**config.mk**
```make
export PLATFORM = sky130hd
export DESIGN_NAME = bus_arbiter2x16
export DESIGN_NICKNAME = d
export VERILOG_FILES = /design/src/rtl/bus_arbiter2x16_pkg.sv /design/src/rtl/bus_arbiter2x16_mux.sv /design/src/rtl/bus_arbiter2x16.sv
export SDC_FILE = /design/constraint.sdc
export NUM_CORES = 1
export LEC_CHECK = 0
export BUFFER_PORTS_ARGS = -buffer_cell sky130_fd_sc_hd__buf_2
export CAP_MARGIN = 20
export CORE_ASPECT_RATIO = 1.1
export CORE_MARGIN = 2
export CORE_UTILIZATION = 45
export DETAILED_ROUTE_END_ITERATION = 12
export MAX_ROUTING_LAYER = met4
export PLACE_DENSITY = 0.77
export SYNTH_ARGS = -nofsm -noshare
export SYNTH_HDL_FRONTEND = slang
export SYNTH_HIERARCHICAL = 1
export SYNTH_SLANG_ARGS = --single-unit
```
**constraint.sdc**
```tcl
create_clock -name clk -period 2.2 [get_ports clk]
set_clock_uncertainty 0.15 [all_clocks]
set_input_delay 0.11 -clock clk [delete_from_list [all_inputs] [get_ports clk]]
set_output_delay 0.11 -clock clk [all_outputs]
set_load 0.05 [all_outputs]
```
**src/rtl/bus_arbiter2x16_pkg.sv**
```systemverilog
// Shared definitions for the two-requester round-robin bus arbiter.
// Contents:
//   - default data width and burst limit
//   - FSM state encoding
//   - beat-counter width helper
package bus_arbiter2x16_pkg;

   localparam int unsigned DEF_WIDTH     = 16;
   localparam int unsigned DEF_MAX_BURST = 4;

   // Arbiter state encoding; gnt0/gnt1 are decoded straight from these codes.
   typedef enum logic [1:0] {
      IDLE   = 2'd0,
      GRANT0 = 2'd1,
      GRANT1 = 2'd2
   } state_t;

   // Counter width able to hold 0..max_burst-1; never narrower than one bit.
   function automatic int unsigned cnt_width(input int unsigned max_burst);
      int unsigned w;
      w = 1;
      while ((max_burst > 1) && ((32'd1 << w) < max_burst))
         w = w + 1;
      return w;
   endfunction

endpackage

```
**src/rtl/bus_arbiter2x16_mux.sv**
```systemverilog
// Enabled 2:1 operand/bus mux (MUX2x16 datapath).
// Ports:
//   a, b  - source operands (select 0 / select 1)
//   sel   - 0 picks a, 1 picks b
//   en    - mux enable; output is forced to zero when low
//   y_c   - combinational mux output
module bus_arbiter2x16_mux
   import bus_arbiter2x16_pkg::*;
#(
   parameter int unsigned WIDTH = DEF_WIDTH
) (
   input  logic [WIDTH-1:0] a,
   input  logic [WIDTH-1:0] b,
   input  logic             sel,
   input  logic             en,
   output logic [WIDTH-1:0] y_c
);

   // Zero when disabled so an idle bus never leaks stale operands.
   always_comb begin
      y_c = '0;
      if (en) begin
         y_c = sel ? b : a;
      end
   end

endmodule

```
**src/rtl/bus_arbiter2x16.sv**
```systemverilog
// Two-requester round-robin arbiter sequencing bursts through a shared
// 2:1 mux into a one-stage valid/ready output register.
// Ports:
//   clk, reset       - clock and synchronous active-high reset
//   req0/req1        - bus requests, held for the whole burst
//   data0/data1      - beat data of each requester
//   last0/last1      - current beat is the final beat of its burst
//   gnt0/gnt1        - mux ownership, decoded from the state register
//   out_data         - registered muxed beat
//   out_valid        - out_data holds an unconsumed beat
//   out_ready        - consumer accepts out_data this cycle
module bus_arbiter2x16
   import bus_arbiter2x16_pkg::*;
#(
   parameter int unsigned WIDTH     = DEF_WIDTH,
   parameter int unsigned MAX_BURST = DEF_MAX_BURST
) (
   input  logic             clk,
   input  logic             reset,
   input  logic             req0,
   input  logic             req1,
   input  logic [WIDTH-1:0] data0,
   input  logic [WIDTH-1:0] data1,
   input  logic             last0,
   input  logic             last1,
   output logic             gnt0,
   output logic             gnt1,
   output logic [WIDTH-1:0] out_data,
   output logic             out_valid,
   input  logic             out_ready
);

   localparam int unsigned     CNT_W   = cnt_width(MAX_BURST);
   localparam logic [CNT_W-1:0] CNT_MAX = CNT_W'(MAX_BURST - 1);

   state_t             state;
   state_t             state_nxt;
   logic [CNT_W-1:0]   cnt;
   logic [CNT_W-1:0]   cnt_nxt;
   logic               rr_ptr;
   logic               rr_nxt;
   logic               valid_nxt;
   logic [WIDTH-1:0]   data_nxt;

   logic               mux_en_c;
   logic               mux_sel_c;
   logic [WIDTH-1:0]   mux_y_c;
   logic               take_c;
   logic               req_cur_c;
   logic               last_cur_c;
   logic               other_c;
   logic               accept_c;
   logic               burst_end_c;

   // Grants come straight from the state register, so they are glitch-free
   // and mutually exclusive by construction.
   assign gnt0 = (state == GRANT0);
   assign gnt1 = (state == GRANT1);

   assign mux_en_c  = gnt0 | gnt1;
   assign mux_sel_c = gnt1;

   bus_arbiter2x16_mux #(
      .WIDTH (WIDTH)
   ) u_mux (
      .a   (data0),
      .b   (data1),
      .sel (mux_sel_c),
      .en  (mux_en_c),
      .y_c (mux_y_c)
   );

   // Signals of the currently granted requester and of the waiting one.
   assign req_cur_c  = gnt1 ? req1  : req0;
   assign last_cur_c = gnt1 ? last1 : last0;
   assign other_c    = gnt1 ? req0  : req1;

   // Output register can take a beat when empty or being drained this cycle.
   assign take_c   = !out_valid || out_ready;
   assign accept_c = mux_en_c && req_cur_c && take_c;

   // Grant ends on a last beat, or on the burst limit while the other side waits.
   assign burst_end_c = accept_c &&
                        (last_cur_c || ((cnt == CNT_MAX) && other_c));

   // Next-state, counter, round-robin pointer and output register update.
   always_comb begin
      state_nxt = state;
      cnt_nxt   = cnt;
      rr_nxt    = rr_ptr;
      valid_nxt = out_valid;
      data_nxt  = out_data;

      if (out_valid && out_ready) begin
         valid_nxt = 1'b0;
      end
      // An accepted beat overrides the drain so back-to-back beats stream.
      if (accept_c) begin
         valid_nxt = 1'b1;
         data_nxt  = mux_y_c;
      end

      case (state)
         IDLE: begin
            cnt_nxt = '0;
            if (req0 && (!req1 || !rr_ptr)) begin
               state_nxt = GRANT0;
            end else if (req1) begin
               state_nxt = GRANT1;
            end
         end

         GRANT0, GRANT1: begin
            if (!req_cur_c || burst_end_c) begin
               // Withdrawal or burst end: hand priority to the other side.
               state_nxt = IDLE;
               rr_nxt    = (state == GRANT0);
               cnt_nxt   = '0;
            end else if (accept_c && (cnt != CNT_MAX)) begin
               // Saturating count lets a lone requester hold the bus forever.
               cnt_nxt = cnt + CNT_W'(1);
            end
         end

         default: begin
            state_nxt = IDLE;
            cnt_nxt   = '0;
         end
      endcase
   end

   // State and datapath registers.
   always_ff @(posedge clk) begin
      if (reset) begin
         state     <= IDLE;
         cnt       <= '0;
         rr_ptr    <= 1'b0;
         out_valid <= 1'b0;
         out_data  <= '0;
      end else begin
         state     <= state_nxt;
         cnt       <= cnt_nxt;
         rr_ptr    <= rr_nxt;
         out_valid <= valid_nxt;
         out_data  <= data_nxt;
      end
   end

endmodule

```
### Yosys cells after proc, flatten, opt, wreduce, memory -nomap -nowiden

Index checks and enable logic that the tools add are counted.

| storage, ports and cells | value |
|---|---|
| logic and storage cells | 46 |
| register bits | 22 |

| cells by class | value |
|---|---|
| equality and inequality tests | 6 |
| multiplexer cells | 11 |
| reduce and logical (&&, ||, !) cells | 21 |
| add/sub/neg operators | 1 |
| bitwise operators | 2 |

Operators with widths:

| kind | number |
|---|---|
| two-way mux 16 bit | 2 |
| logical AND 1 bit | 7 |
| two-way mux 2 bit | 3 |
| two-way mux 1 bit | 5 |
| == test 2 bit (second input constant) | 2 |
| zero test 1 bit | 4 |
| logical OR 1 bit | 4 |
| inequality test 2 bit (second input constant) | 2 |
| one-hot mux 2 bit (2 select lines) | 1 |
| AND reduction 2 bit | 2 |
| inequality test 3 bit (second input constant) | 1 |
| OR reduction 3 bit | 1 |
| adder 2 x 1 -> 2 bit (second input constant) | 1 |
| == test 2 x 1 -> 1 bit (second input constant) | 1 |
| zero test 2 bit | 1 |
| nonzero test 2 bit | 1 |
| OR reduction 2 bit | 1 |
| inverter 1 bit | 1 |
| OR 1 bit | 1 |

### Logic depth before layout (Yosys ltp)

Gate-level depths: netlist of run 1.

| depth | value |
|---|---|
| depth after elaboration | 8 |
| depth in mapped cells | 8 |
| mapped depth without buffers | 6 |

### Hierarchy

The synthesis of run 1 kept the hierarchy.

By module, submodules not included:

| module | instances | area each (µm²) | cells an instance |
|---|---|---|---|
| bus_arbiter2x16 | 1 | 975.9 | 119 |
| bus_arbiter2x16_mux | 1 | 295.3 | 35 |

### Worst setup path after synthesis of run 1

Ideal clock, no wire load.

| timing path | value |
|---|---|
| path kind | reg2reg |
| start point | register state[0] |
| end point | register out_data[11] |
| slack | 0.014 ns |
| path buffers | 2 |
| cell stages (with the launch flop) | 9 |
| data required time | 1.980 ns |
| data arrival time | 1.965 ns |
| path through | dfxtp_1 inv_1 ha_1 mux2i_2 or3_1 buf_6 buf_8 nand2_1 a21oi_1 |

| between the ends | value |
|---|---|
| longest elaborated chain between the ends | 4 |
| elaborated cells between the ends (all ways) | 8 |
| those cells by class | eq/ne (2); mux (3); bitwise (1); reduce/logical (2) |

RTL lines:

| element | line | RTL |
|---|---|---|
| from (decl) | bus_arbiter2x16.sv:36 | `state_t state;` |
| from (signal assigned) | bus_arbiter2x16.sv:141 | `state <= state_nxt;` |
| == test 2 bit * | bus_arbiter2x16.sv:58 | `assign gnt1 = (state == GRANT1);` |
| net gnt1 | bus_arbiter2x16.sv:27 | `output logic gnt1,` |
| OR 1 bit / two-way mux 1 bit (equally long branches) | bus_arbiter2x16.sv:60, bus_arbiter2x16.sv:74 |  |
| logical AND 1 bit (2 in series) | bus_arbiter2x16.sv:80 | `assign accept_c = mux_en_c && req_cur_c && take_c;` |
| to (signal assigned) | bus_arbiter2x16.sv:145 | `out_data <= data_nxt;` |
| to (decl) | bus_arbiter2x16.sv:28 | `output logic [WIDTH-1:0] out_data,` |

The timed path passes the listed nets; every way through them passes the cells marked *.
A chain may end at the register's enable or synchronous reset.

### Worst setup path after layout of run 1

| timing path | value |
|---|---|
| start point | register state[0] |
| end point | register cnt[1] |

| between the ends | value |
|---|---|
| longest elaborated chain between the ends | 7 |
| elaborated cells between the ends (all ways) | 17 |
| those cells by class | eq/ne (2); mux (3); bitwise (2); reduce/logical (10) |

RTL lines:

| element | line | RTL |
|---|---|---|
| == test 2 x 1 -> 1 bit / == test 2 bit (equally long branches) | bus_arbiter2x16.sv:57, bus_arbiter2x16.sv:103, bus_arbiter2x16.sv:58 |  |
| OR 1 bit, or another cell as far along | bus_arbiter2x16.sv:60 | `assign mux_en_c = gnt0 \| gnt1;` |
| logical AND 1 bit, on equally long branches | bus_arbiter2x16.sv:80, bus_arbiter2x16.sv:84 |  |
| logical AND 1 bit / logical OR 1 bit (equally long branches) | bus_arbiter2x16.sv:80, bus_arbiter2x16.sv:84 |  |
| logical AND 1 bit | bus_arbiter2x16.sv:83 | `assign burst_end_c = accept_c &&` |
| logical OR 1 bit | bus_arbiter2x16.sv:114 | `if (!req_cur_c \|\| burst_end_c) begin` |
| OR reduction 3 bit (no source line) | n/a |  |
| to (signal assigned) | bus_arbiter2x16.sv:142 | `cnt <= cnt_nxt;` |
| to (decl) | bus_arbiter2x16.sv:38 | `logic [CNT_W-1:0] cnt;` |

Parallel ways exist; a longest one is shown, timed or not.

==> flow_summary.toml, run 1 <==
[run]
cap_violations = 0

[placed_design]
portBuffers = 57
place_ws_ns = 0.246
placed_cell_area_mm2 = 0.00158
gp_congestion = 0.765
dp_hpwl_mm = 2.18

[timing]
slew_headroom_pct = 68.1
worst_slack_ns = 0.206
setup_violations = 0
worst_slew_pin_slew_ns = 0.476
drv_slew = 0
fin_crit_ns = 1.99
finalSetupTns_ns = 0
min_period_over_period_pct = 90.6
fmaxAchievable_mhz = 502
hold_violations = 0
rsz0062_at_grt = "false"

[cells_and_area]
n_antenna_cell = 0
multi_input_area_um2 = 742
synthToLayoutAreaGrowth_pct = 28.7
fillers = 264
nNetsFinal = 262
drive_gt1_share_pct = 32.3
post-route-util_pct = 60.0
most-common-layout-cells = "buf_2, nand2_1, dfxtp_1"
seqCellArea_um2 = 440
final_common_cell = "buf_2"
stdcell_area_mm2 = 0.00164

[global_routing]
grt_max_degree = 24
antenna_found_initial = 0
groute.usage.overall_pct = 19.4
grt_remaining_overflow = 0
grt_pass1_wl_mm = 4.63
first_global_vias = 1070

[floorplan]
start_util_pct = 46.6
io-pin-count = 58
dieWidth_um = 54.7
fp.dieH_um = 59.7
num_rows = 20
core_region_area_mm2 = 0.00273
die-area_mm2 = 0.00327

[worst_hold_path]
worstHoldPathType = "in2reg"
hold_start = "data0[6]"

[routing]
drc_errors = 0
vias = 1250
routed_via_density = 5.00
wire_per_inst_um = 11.5
drt-total-wl_mm = 2.88
antenna_left = 0
drtPass1Iterations = 4
drt_iter0_drc = 19

[pwr]
ir_drop_uv = 438
p_leak_nw = 0.706
power_density_mw_per_mm2 = 631

[synthesis]
postSynthCellCount = 154
synth_seq_area_share_pct = 34.6
synth_nets = 197
avgSynthCellArea_um2 = 8.25
yosysWarnings = 6
synth.distinct_cells = 30
synth-seq-cells = 22
synth_area_mm2 = 0.00127

[worst_setup_path]
start_kind = "flop"
rr_startpoint = "state[0]$_SDFFE_PP0P_"
arrival_ns = 2.06
critPathLaunch = "state[0]$_SDFFE_PP0P_"
critPathKind = "reg2reg"
worst-endpoint-required_ns = 2.26
cp_max_fo = 9
crit_path_end_kind = "flop"

[outcome]
outcome = "complete, no violations"

[clock_tree]
cts_tree = "done"
cts_setup_buffers = 0
clk_pin_slew_ns = 0.12
numCtsBuffers = 3
cts_max_level = 1
clkLatencyLatePin_ns = 0.30
clockBufferDepth = 2
cts_sinks = 22
post_cts_resized = 0
root_buffer = "clkbuf_4"
-- per-stage QoR --
step	hold slack, ns	power [W]	instances
5_1_grt	0.0730	0.00109	250
6_report	0.0448	0.00103	250
3_3_place_gp	0.239	0.000855	244
3_5_place_dp	0.250	0.000859	244
2_1_floorplan	0.0755	0.000763	154
4_1_cts	0.0486	0.00104	250
-- flip-flops by register name (all words and copies together) (netlist names) --
signal / count
out_valid: 1
state: 2
out_data: 16
cnt: 2
rr_ptr: 1
-- Yosys cell counts --
library cell   n  area (um^2)
o311ai_0       1         8.76
mux2i_1       16          160
buf_12         1         20.0
o21ai_1        1         5.00
buf_2          1         5.00
nor2_1         1         3.75
buf_6          2         22.5
a22oi_1        1         7.51
o21ai_0        1         5.00
a2bb2oi_1      1         8.76
nor3_4         1         16.3
inv_1          4         15.0
a211oi_1       2         15.0
a311oi_1       2         17.5
ha_1           4         50.1
nand2_1       39          146
a21o_1         1         7.51
nor2b_1       18          113
o211ai_1       1         7.51
a21oi_1       19         95.1
nand2b_1       2         12.5
mux2i_2        1         13.8
nand3_1        3         15.0
buf_8          1         15.0
nor3_1         2         10.0
o32ai_1        1         8.76
dfxtp_1       22          440
nand4b_1       1         8.76
or3_1          1         6.26
clkbuf_1       3         11.3
-- worst max-delay path, cell delays in order (launching register included) --
cell,delay (ns)
dfxtp_1,0.33
inv_1,0.09
ha_1,0.31
mux2i_2,0.30
or3_1,0.18
buf_4,0.17
nand2_1,0.06
a311oi_1,0.29
-- timing repair --
item                       CTS  global route
hold buffers                 3             0
hold endpoints to repair     3             0
setup endpoints to repair    0             0
-- per-layer routing --
metal / track usage [%] / vias to the layer above / routed length (um)
met3: 2.25 / 6 / 137
met5: - / - / 0
li1: - / 654 / -
met1: 25.1 / 562 / 1290
met4: 6.43 / 0 / 37
met2: 31.1 / 28 / 1410
-- layout make-up --
class | instances | share of cell area [%]
Clock buffer | 3 | 1.38
Inverter | 4 | 0.917
Multi-Input combinational cell | 120 | 45.3
Sequential cell | 22 | 26.9
Tap cell | 33 | 2.52
Timing Repair Buffer | 68 | 22.9
-- kinds of logic after synthesis --
family,after synthesis,synth area share [%]
mux,17,13.7
simple gates,68,26.1
buf+inv,12,6.99
fa+ha+maj,4,3.94
flops,22,34.6
compound gates,31,14.7
-- report_power, final --
group	internal (W)	switching, W
sequential	0.000421	0.0000117
clock	0.0000639	0.000116
combinational	0.000169	0.000251
total	0.000654	0.000378
-- final timing paths --
kind                                                 end  slack, ns  cells past startpoint
worst max-delay path                 cnt[1]$_SDFFE_PP0P_       0.21                      7
worst max register to register       cnt[1]$_SDFFE_PP0P_       0.21                      7
worst min register to register  out_data[1]$_SDFFE_PP0P_       0.31                      2
worst min-delay path            out_data[6]$_SDFFE_PP0P_       0.04                      5
(Power assumes the default switching activity.)
==> inputs of run 2 (changes only) <==
REMOVE_ABC_BUFFERS = 1   (was not set)
==> run 2 against run 1 <==
  * Clock power fell by 6%
  * Cell area fell by 0.46%
  * Wire length decreased by 4.0%
  * Final cell count down 0.40%
  * Power is 1.5% lower
  * Register-to-register slack better by 0.08 ns
  * Critical path type unchanged
==> flow_summary.toml, run 2 (synthesized netlist as in run 1, its figures left out) <==
[floorplan]
io-pin-count = 58
dieWidth_um = 54.7
die-area_mm2 = 0.00327
core_region_area_mm2 = 0.00273
fp.dieH_um = 59.7
start_util_pct = 46.6
num_rows = 20

[routing]
drc_errors = 0
drtPass1Iterations = 4
drt_iter0_drc = 13
antenna_left = 0
vias = 1249
drt-total-wl_mm = 2.76
wire_per_inst_um = 11.1
routed_via_density = 5.02

[cells_and_area]
drive_gt1_share_pct = 31.9
reg.largest.list = "out_data x16, cnt x2, state x2"
largest_reg_flops = 16
largest-register = "out_data"
post-route-util_pct = 59.7
stdcell_area_mm2 = 0.00163
synthToLayoutAreaGrowth_pct = 28.1
nNetsFinal = 261
most-common-layout-cells = "buf_2, nand2_1, dfxtp_1"
final_common_cell = "buf_2"
finalNonFillerCells = 249
n_antenna_cell = 0

[worst_setup_path]
crit_path_end_kind = "flop"
max_stage_delay_ns = 0.43
timing.reg2reg.setup_slack_ns = 0.29
crit_family = "compound AO/OA/AOI/OAI gates"
arrival_ns = 1.94
path_cells = "inv_1 -> ha_1 -> buf_4 -> a211oi_1 -> a211oi_1 -> a2bb2oi_1 -> o32ai_1"
start_kind = "flop"
rr_endpoint = "state[0]$_SDFFE_PP0P_"
cp_slowest_cell = "a211oi_1"
cp_max_fo = 6
r2r_cells = 7
rr_startpoint = "state[0]$_SDFFE_PP0P_"
critPathKind = "reg2reg"
critical_path.most_common_cell = "a211oi_1"
worst-endpoint-required_ns = 2.23
worstPathBufferInverterCount = 2

[global_routing]
antenna_found_initial = 0
grt_pass1_wl_mm = 4.35
busiest_layer = "met2"
met1_usage_pct = 22.4
globalRouteMet2Util_pct = 31.0
grt_max_degree = 24
grt_remaining_overflow = 0
first_global_vias = 1066
met3_usage_pct = 2.75
groute.usage.overall_pct = 18.3

[pwr]
power_density_mw_per_mm2 = 624
p_leak_nw = 0.702
ir_drop_uv = 436

[clock_tree]
cts_sinks = 22
cts_tree = "done"
clkLatencyLatePin_ns = 0.29
cts_max_level = 1
post_cts_resized = 0
cts_setup_buffers = 0
clk_pin_slew_ns = 0.11
numCtsBuffers = 3
clockBufferDepth = 2
root_buffer = "clkbuf_4"

[placed_design]
placed_cell_area_mm2 = 0.00158
dp_hpwl_mm = 2.07
dp_cells = 243
gp_congestion = 0.788
place_ws_ns = 0.320
portBuffers = 57

[timing]
setup_violations = 0
worst_slack_ns = 0.288
slew_headroom_pct = 69.6
drv_slew = 0
fin_crit_ns = 1.91
min_period_over_period_pct = 86.9
fmaxAchievable_mhz = 523
holdWs_ns = 0.0731
hold_violations = 0
rsz0062_at_grt = "false"
worst_slew_pin_slew_ns = 0.453

[worst_hold_path]
worstHoldPathType = "in2reg"
hold_start = "data0[1]"
hold-path-endpoint = "out_data[1]$_SDFFE_PP0P_"
hold_depth = 5

[outcome]
outcome = "complete, no violations"

[run]
cap_violations = 0
## run 2: cell types whose count changed in the layout (fill, tap and decap cells not counted)
cell and change:
buf_4 -1
## run 2: worst max path at each step
stage / to / depth (start not counted) / start / slack [ns]
detailed placement: cnt[1]$_SDFFE_PP0P_ / 7 / state[0]$_SDFFE_PP0P_ / 0.32
global route: cnt[0]$_SDFFE_PP0P_ / 7 / state[0]$_SDFFE_PP0P_ / 0.13
floorplan: cnt[1]$_SDFFE_PP0P_ / 6 / state[0]$_SDFFE_PP0P_ / -0.66
global placement: state[0]$_SDFFE_PP0P_ / 7 / state[0]$_SDFFE_PP0P_ / 0.29
finish: state[0]$_SDFFE_PP0P_ / 7 / state[0]$_SDFFE_PP0P_ / 0.29
CTS: state[0]$_SDFFE_PP0P_ / 7 / state[0]$_SDFFE_PP0P_ / 0.30
## run 2: routing by layer
layer  wire [um]  vias up
met5           0        -
met4          14        0
met3         278        2
met2        1260       51
met1        1210      548
li1            -      648
## run 2: worst reg2reg max path: cells and delay by family, from the launching register on
kind / cells / cell delay, ns
buf+inv: 2 / 0.29
fa+ha+maj: 1 / 0.26
flops: 1 / 0.33
compound gates: 4 / 0.77
## run 2: layout make-up
cell class | count | area, um^2
inverters | 4 | 15.0
flip-flops and latches | 22 | 440
repair buffers | 67 | 368
well taps | 33 | 41.3
clock buffers | 3 | 22.5
fillers | 271 | 1100
multi-input cells | 120 | 742
## run 2: what timing repair did
item / CTS / global route
endpoints found under the setup margin: 0 / 0
endpoints found under the hold margin: 3 / 0
hold buffers: 3 / 0
## run 2: stage by stage
| step | TNS, ns | power [W] |
|---|---|---|
| 2_1_floorplan | -11.12 | 0.000725 |
| 3_3_place_gp | 0 | 0.000851 |
| 3_5_place_dp | 0 | 0.000853 |
| 4_1_cts | 0 | 0.00103 |
| 5_1_grt | 0 | 0.00109 |
| 6_report | 0 | 0.00102 |
## run 2: power breakdown
group	leakage [nW]	internal, W	switching, W	total, W
registers	0.178	0.000421	0.0000112	0.000432
clock network	0.0138	0.0000635	0.000106	0.000170
logic	0.510	0.000165	0.000250	0.000415
total	0.702	0.000650	0.000367	0.00102
